## src/rtl/accel_pkg.sv

```systemverilog
// Shared definitions for the accelerator memory port.
// ACCEL_STATUS_WB_EN adds the STATUS state and the trailing done-flag write.
package accel_pkg;

  // MMIO register byte offsets from the window base
  localparam logic [15:0] ACCEL_SRC_OFS  = 16'h0000;
  localparam logic [15:0] ACCEL_DST_OFS  = 16'h0004;
  localparam logic [15:0] ACCEL_CTRL_OFS = 16'h0008;

  // Word written after the digest so firmware can poll memory
  localparam logic [31:0] ACCEL_STATUS_DONE = 32'h0000_0001;

  // Default number of digest words written back
  localparam int ACCEL_RESULT_WORDS = 8;

  typedef enum logic [2:0] {
    ST_IDLE   = 3'd0,
    ST_FETCH  = 3'd1,
    ST_LATCH  = 3'd2,
    ST_KICK   = 3'd3,
    ST_WAIT   = 3'd4,
    ST_WRITE  = 3'd5
`ifdef ACCEL_STATUS_WB_EN
    , ST_STATUS = 3'd6
`endif
  } accel_state_e;

  // Word idx of the digest, word 0 being the most significant 32 bits
  function automatic logic [31:0] digest_word(input logic [255:0] d, input int unsigned idx);
    logic [255:0] t;
    t = d << (idx * 32);
    return t[255:224];
  endfunction

endpackage

```

## src/rtl/accel_mmio_regs.sv

```systemverilog
// MMIO decode for the accelerator: SRC/DST registers and the start pulse.
// Writes to SRC/DST and CTRL starts are dropped while an operation is busy.
// ACCEL_STATUS_WB_EN does not affect this block.
module accel_mmio_regs
  import accel_pkg::*;
#(
  parameter logic [15:0] ACCEL_BASE = 16'hF000
) (
  input  logic        i_clk,
  input  logic        i_rst,
  input  logic        i_cpu_wrt_en,
  input  logic [15:0] i_cpu_addr,
  input  logic [31:0] i_cpu_wrt_data,
  input  logic        i_busy,
  output logic [15:0] o_src,
  output logic [15:0] o_dst,
  output logic        o_start
);

  logic [15:0] r_src;
  logic [15:0] r_dst;
  logic        w_wr_src;
  logic        w_wr_dst;
  logic        w_wr_ctrl;
  logic        w_unused_hi;

  // Window decode, gated by busy so an in-flight operation keeps its operands
  always_comb begin
    w_wr_src  = i_cpu_wrt_en && !i_busy && (i_cpu_addr == 16'(ACCEL_BASE + ACCEL_SRC_OFS));
    w_wr_dst  = i_cpu_wrt_en && !i_busy && (i_cpu_addr == 16'(ACCEL_BASE + ACCEL_DST_OFS));
    w_wr_ctrl = i_cpu_wrt_en && !i_busy && (i_cpu_addr == 16'(ACCEL_BASE + ACCEL_CTRL_OFS));
  end

  // Address registers hold only the low 16 bits of the store data
  always_ff @(posedge i_clk) begin
    if (i_rst) begin
      r_src <= '0;
      r_dst <= '0;
    end else begin
      if (w_wr_src) r_src <= i_cpu_wrt_data[15:0];
      if (w_wr_dst) r_dst <= i_cpu_wrt_data[15:0];
    end
  end

  assign o_src       = r_src;
  assign o_dst       = r_dst;
  assign o_start     = w_wr_ctrl && i_cpu_wrt_data[0];
  assign w_unused_hi = ^i_cpu_wrt_data[31:16];

endmodule

```

## src/rtl/accel_mem_port.sv

```systemverilog
// Accelerator-side memory port: fetch one 512-bit block, run the hash core,
// write the 256-bit digest back as 32-bit words, most significant first.
// ACCEL_STATUS_WB_EN adds one extra write of ACCEL_STATUS_DONE after the digest.
// Every output is a flop; the next value is derived from the next FSM state.
module accel_mem_port
  import accel_pkg::*;
#(
  parameter logic [15:0] ACCEL_BASE   = 16'hF000,
  parameter int          RESULT_WORDS = ACCEL_RESULT_WORDS
) (
  input  logic         clk,
  input  logic         rst,
  input  logic         cpu_wrt_en,
  input  logic [15:0]  cpu_addr,
  input  logic [31:0]  cpu_wrt_data,
  input  logic [511:0] accel_rd_data,
  output logic [15:0]  accel_addr,
  output logic         accel_wrt_en,
  output logic [31:0]  accel_wrt_data,
  output logic         core_start,
  output logic [511:0] core_block,
  input  logic         core_done,
  input  logic [255:0] core_digest,
  output logic         busy,
  output logic [2:0]   dbg_state
);

  localparam int IW = (RESULT_WORDS > 1) ? $clog2(RESULT_WORDS) : 1;
  localparam logic [IW-1:0] LAST_IDX = IW'(RESULT_WORDS - 1);

  accel_state_e r_state;
  accel_state_e w_next_state;
  logic [IW-1:0] r_idx;
  logic [IW-1:0] w_next_idx;
  logic [255:0]  r_digest;
  logic [255:0]  w_next_digest;

  logic [15:0]  w_src;
  logic [15:0]  w_dst;
  logic         w_start;

  logic [15:0]  w_nxt_addr;
  logic         w_nxt_wen;
  logic [31:0]  w_nxt_wdata;

  logic [15:0]  r_accel_addr;
  logic         r_accel_wrt_en;
  logic [31:0]  r_accel_wrt_data;
  logic         r_core_start;
  logic [511:0] r_core_block;
  logic         r_busy;

  accel_mmio_regs #(
    .ACCEL_BASE(ACCEL_BASE)
  ) u_regs (
    .i_clk         (clk),
    .i_rst         (rst),
    .i_cpu_wrt_en  (cpu_wrt_en),
    .i_cpu_addr    (cpu_addr),
    .i_cpu_wrt_data(cpu_wrt_data),
    .i_busy        (r_busy),
    .o_src         (w_src),
    .o_dst         (w_dst),
    .o_start       (w_start)
  );

  // Next-state logic; the digest is captured on the core_done cycle only in WAIT
  always_comb begin
    w_next_state  = r_state;
    w_next_idx    = r_idx;
    w_next_digest = r_digest;
    case (r_state)
      ST_IDLE:  if (w_start) w_next_state = ST_FETCH;
      ST_FETCH: w_next_state = ST_LATCH;
      ST_LATCH: w_next_state = ST_KICK;
      ST_KICK:  w_next_state = ST_WAIT;
      ST_WAIT: begin
        if (core_done) begin
          w_next_state  = ST_WRITE;
          w_next_idx    = '0;
          w_next_digest = core_digest;
        end
      end
      ST_WRITE: begin
        if (r_idx == LAST_IDX) begin
`ifdef ACCEL_STATUS_WB_EN
          w_next_state = ST_STATUS;
`else
          w_next_state = ST_IDLE;
`endif
        end else begin
          w_next_idx = r_idx + 1'b1;
        end
      end
`ifdef ACCEL_STATUS_WB_EN
      ST_STATUS: w_next_state = ST_IDLE;
`endif
      default: w_next_state = ST_IDLE;
    endcase
  end

  // Memory-side output values for the cycle that the next state occupies
  always_comb begin
    w_nxt_addr  = '0;
    w_nxt_wen   = 1'b0;
    w_nxt_wdata = '0;
    case (w_next_state)
      ST_FETCH: w_nxt_addr = w_src;
      ST_WRITE: begin
        w_nxt_addr  = w_dst + (16'(w_next_idx) << 2);
        w_nxt_wen   = 1'b1;
        w_nxt_wdata = digest_word(w_next_digest, 32'(w_next_idx));
      end
`ifdef ACCEL_STATUS_WB_EN
      ST_STATUS: begin
        w_nxt_addr  = w_dst + 16'(RESULT_WORDS * 4);
        w_nxt_wen   = 1'b1;
        w_nxt_wdata = ACCEL_STATUS_DONE;
      end
`endif
      default: ;
    endcase
  end

  // State, write-back bookkeeping and registered outputs; reset aborts at once
  always_ff @(posedge clk) begin
    if (rst) begin
      r_state          <= ST_IDLE;
      r_idx            <= '0;
      r_digest         <= '0;
      r_accel_addr     <= '0;
      r_accel_wrt_en   <= 1'b0;
      r_accel_wrt_data <= '0;
      r_core_start     <= 1'b0;
      r_core_block     <= '0;
      r_busy           <= 1'b0;
    end else begin
      r_state          <= w_next_state;
      r_idx            <= w_next_idx;
      r_digest         <= w_next_digest;
      r_accel_addr     <= w_nxt_addr;
      r_accel_wrt_en   <= w_nxt_wen;
      r_accel_wrt_data <= w_nxt_wdata;
      r_core_start     <= (w_next_state == ST_KICK);
      r_busy           <= (w_next_state != ST_IDLE);
      if (r_state == ST_LATCH) r_core_block <= accel_rd_data;
    end
  end

  assign accel_addr     = r_accel_addr;
  assign accel_wrt_en   = r_accel_wrt_en;
  assign accel_wrt_data = r_accel_wrt_data;
  assign core_start     = r_core_start;
  assign core_block     = r_core_block;
  assign busy           = r_busy;
  assign dbg_state      = r_state;

endmodule

```

## config.mk

```make
export PLATFORM = sky130hd
export DESIGN_NAME = accel_mem_port
export DESIGN_NICKNAME = d
export VERILOG_FILES = /design/src/rtl/accel_pkg.sv /design/src/rtl/accel_mmio_regs.sv /design/src/rtl/accel_mem_port.sv
export SDC_FILE = /design/constraint.sdc
export NUM_CORES = 2
export LEC_CHECK = 0
export ABC_CLOCK_PERIOD_IN_PS = 4250
export BUFFER_PORTS_ARGS = -buffer_cell sky130_fd_sc_hd__buf_2
export CAP_MARGIN = 40
export CORE_AREA = 2 2 545 547
export DETAILED_ROUTE_END_ITERATION = 10
export DIE_AREA = 0 0 547 549
export PLACE_DENSITY_LB_ADDON = 0.08
export RECOVER_POWER = 50
export SYNTH_ARGS = -nofsm -noshare
export SYNTH_HDL_FRONTEND = slang
export SYNTH_SLANG_ARGS = --single-unit
```

## constraint.sdc

```tcl
create_clock -name clk -period 4.25 [get_ports clk]
set_clock_uncertainty 0.15 [all_clocks]
set_input_delay 0.425 -clock clk [delete_from_list [all_inputs] [get_ports clk]]
set_output_delay 0.425 -clock clk [all_outputs]
set_load 0.05 [all_outputs]
```

==> impl_metrics.py <==
metrics = {
    "sta": {
        "setup_ws_ns": 0.466,
        "finalCritPeriodShare_pct": 89.0,
        "fmax_ghz": 0.264,
        "worst_pin_slew_ns": 2.70,
        "report.final.setup_viol": 0,
        "timing.slew.headroom_pct": -79.7,
        "drv_slew": 138,
        "fin_setup_tns_ns": 0,
        "rsz0062_at_grt": "no",
        "fin_hold_ws_ns": 0.128,
        "final_hold_viol_count": 0,
        "period_needed_ns": 3.78,
    },
    "critical_path": {
        "setup.worst_path.start_class": "flop",
        "crit_fanout": 36,
        "end_kind": "flop",
        "r2r_start": "r_idx[0]",
        "cp_data_required_time_ns": 4.80,
        "arrival_ns": 4.33,
        "cp-startpoint": "r_idx[0]",
        "path_class": "reg2reg",
    },
    "clock_network": {
        "root_buffer": "clkbuf_16",
        "clock_latency_ns": 0.84,
        "h-tree-depth": 3,
        "cts_resized": 0,
        "cts_setup_buffers": 0,
        "cts_tree": "built",
        "clk_pin_slew_ns": 0.06,
        "clock_path_buffers": 4,
        "cts_sinks": 857,
        "cts_made_buffers": 125,
    },
    "yosys": {
        "synth.avg_cell_area_um2": 7.85,
        "synthFlopType": "dfxtp_1",
        "synth_top_area_share_pct": 53.5,
        "synth_cells": 4083,
        "synth_edf_count": 0,
        "synth.distinct_cells": 63,
        "ys_seq_area_share_pct": 53.5,
        "synthAdderAreaFrac_pct": 0.219,
        "netlist_top_cells_area": "dfxtp_1, nand2_1, a21oi_1",
        "yosysWarnings": 0,
        "ys_async_sr_fraction_pct": 0,
        "synth_common_cells": "nand2_1, dfxtp_1, a21oi_1",
        "synth_top_family_by_area": "simple AND/OR/NAND/NOR gates",
        "synthesis.area_um2": 32100,
        "synth_compound_area_share_pct": 19.7,
        "yosys.area_share.simple_pct": 21.6,
        "yosysMostFrequentCell": "nand2_1",
        "synthXorXnorAreaFrac_pct": 0.355,
        "synth_top_area_cell": "dfxtp_1",
        "synthMuxAreaShare_pct": 0.211,
        "yosys_register_bits": 857,
        "syn-num-nets": 4908,
    },
    "drt": {
        "dr.pass1.iters": 5,
        "via_per_inst": 3.64,
        "wirelength_um": 237000,
        "routedWlPerCell_um": 23.3,
        "drtIter0Drc": 1924,
        "vias": 37113,
        "ant_nets": 0,
        "drcViolationCount": 0,
    },
    "grt": {
        "grt_pass1_vias": 37881,
        "overflow": 0,
        "antenna_found_initial": 121,
        "grt_pass1_wl_um": 320000,
        "grtUsageTotal_pct": 15.0,
        "grt_max_degree": 189,
    },
    "run_status": {
        "violations": "max-capacitance violations, max-slew violations",
        "status": "finished, violations left",
    },
    "layout": {
        "nFillCells": 33819,
        "drive_above_1_share_pct": 17.2,
        "finalNetCount": 6928,
        "syn2layout_area_growth_pct": 70.2,
        "stdcell_count": 10188,
    },
    "die": {
        "ios": 1386,
        "die-area_um2": 300000,
        "die_x_um": 547,
        "die_height_um": 549,
        "start_util_pct": 10.9,
        "core-area_um2": 295000,
        "rows": 200,
    },
    "placement": {
        "pre_cts_slack_ns": 0.376,
        "io_buffers": 1369,
        "dp_cells": 9116,
        "place_hpwl_um": 181000,
        "gp_congestion": 0.865,
    },
    "power_and_ir_drop": {
        "total_power_mw": 19.9,
        "p_per_area_nw_per_um2": 365,
        "irDropWorstVdd_v": 0.000320,
        "power_leakage_nw": 18.8,
    },
    "hold_path": {
        "min_path_type": "in2reg",
        "hp-start": "cpu_addr[7]",
    },
    "run": {
        "drv_cap": 2,
    },
}
[layout by cell type (no fill, tap or decap), types with 3 or more instances in the layout]
| cell type | Yosys | routed |
|---|---|---|
| a211o_1 | 18 | 18 |
| a211oi_1 | 6 | 6 |
| a21o_1 | 12 | 12 |
| a21oi_1 | 835 | 835 |
| a221o_1 | 7 | 7 |
| a221oi_1 | 40 | 40 |
| a22o_1 | 22 | 22 |
| a22oi_1 | 23 | 23 |
| a31oi_1 | 8 | 8 |
| and2_1 | 19 | 17 |
| buf_12 | 0 | 16 |
| buf_2 | 34 | 803 |
| buf_4 | 3 | 32 |
| clkbuf_1 | 257 | 608 |
| clkbuf_16 | 0 | 127 |
| clkbuf_8 | 0 | 37 |
| clkinv_2 | 0 | 12 |
| clkinv_4 | 0 | 3 |
| dfxtp_1 | 857 | 857 |
| diode_2 | 0 | 48 |
| dlygate4sd3_1 | 0 | 799 |
| ha_1 | 4 | 4 |
| inv_1 | 3 | 4 |
| mux2_2 | 6 | 6 |
| nand2_1 | 1637 | 1636 |
| nand3_1 | 12 | 11 |
| nand4_1 | 46 | 46 |
| nor2_1 | 21 | 21 |
| nor2b_1 | 8 | 8 |
| nor3_1 | 3 | 3 |
| o211ai_1 | 42 | 42 |
| o21ai_0 | 15 | 15 |
| o22a_1 | 7 | 7 |
| o22ai_1 | 7 | 7 |
| o31ai_1 | 43 | 43 |
| xnor2_1 | 6 | 6 |
| xor2_1 | 7 | 7 |
[cell families after synthesis]
kind of cell,count (synthesis)
XOR/XNOR,13
adder cells (fa/ha/maj),5
AND/OR/NAND/NOR,1765
AO/OA/AOI/OAI,1101
flip-flops,857
buffers and inverters,336
multiplexers,6
[registers in the layout, summed over array words and instances, names as in the netlist]
register / flops
accel_addr: 16
accel_wrt_data: 32
accel_wrt_en: 1
busy: 1
core_block: 512
core_start: 1
dbg_state: 3
r_digest: 256
r_idx: 3
u_regs.o_dst: 16
u_regs.o_src: 16
[final cells by class]
type                            instances  area (µm²)  area share [%]
Sequential cell                       857       17200            31.4
Clock inverter                         20         183           0.335
Inverter                                8        35.0          0.0642
Timing Repair Buffer                 2221       14800            27.0
Antenna cell                           48         120           0.220
Clock buffer                          205        3840            7.04
Tap cell                             3939        4930            9.03
Multi-Input combinational cell       2890       13600            24.8
[per-stage QoR]
stage	area [µm²]	utilization, %
final	54600	18.5
after floorplan	32100	-
after global routing	54500	18.5
after detailed placement	43200	14.6
after CTS	55200	18.7
after global placement	43100	14.6
[power by group]
| group | total (mW) | internal (mW) | switching (mW) |
|---|---|---|---|
| logic | 1.31 | 0.762 | 0.551 |
| registers | 8.04 | 8.03 | 0.0000654 |
| clock network | 10.6 | 6.21 | 4.35 |
[worst paths after layout]
| kind | end | slack [ns] | cells after the start |
|---|---|---|---|
| setup / recovery | accel_wrt_data[15] | 0.47 | 10 |
| hold / removal | accel_addr[8] | 0.13 | 6 |
| setup reg to reg | accel_wrt_data[15] | 0.47 | 10 |
| hold reg to reg | r_digest[43] | 0.30 | 2 |
[critical path, cell delays in order (launching register included)]
cell       delay (ns)
dfxtp_1          0.39
ha_1             0.28
a21boi_1         0.36
and2_1           0.46
a21oi_4          0.22
inv_4            0.12
buf_4            0.50
a2111oi_4        0.08
buf_4            0.30
a22oi_1          0.55
o31ai_1          0.15
[repair_timing]
item | in CTS | in global routing
endpoints found under the setup margin | 0 | 0
hold buffers | 799 | 0
endpoints found under the hold margin | 836 | 0
[per-layer routing]
layer | up-vias | wire length (µm) | part of all wire (%) | global-route usage [%]
met5 | - | 587 | 0.25 | 0
met3 | 365 | 17900 | 7.5 | 5.01
li1 | 17781 | - | - | -
met1 | 17686 | 96900 | 41 | 17.7
met4 | 94 | 7050 | 3.0 | 3.81
met2 | 1187 | 115000 | 48 | 26.1
Power figures use the tool's default switching activity.
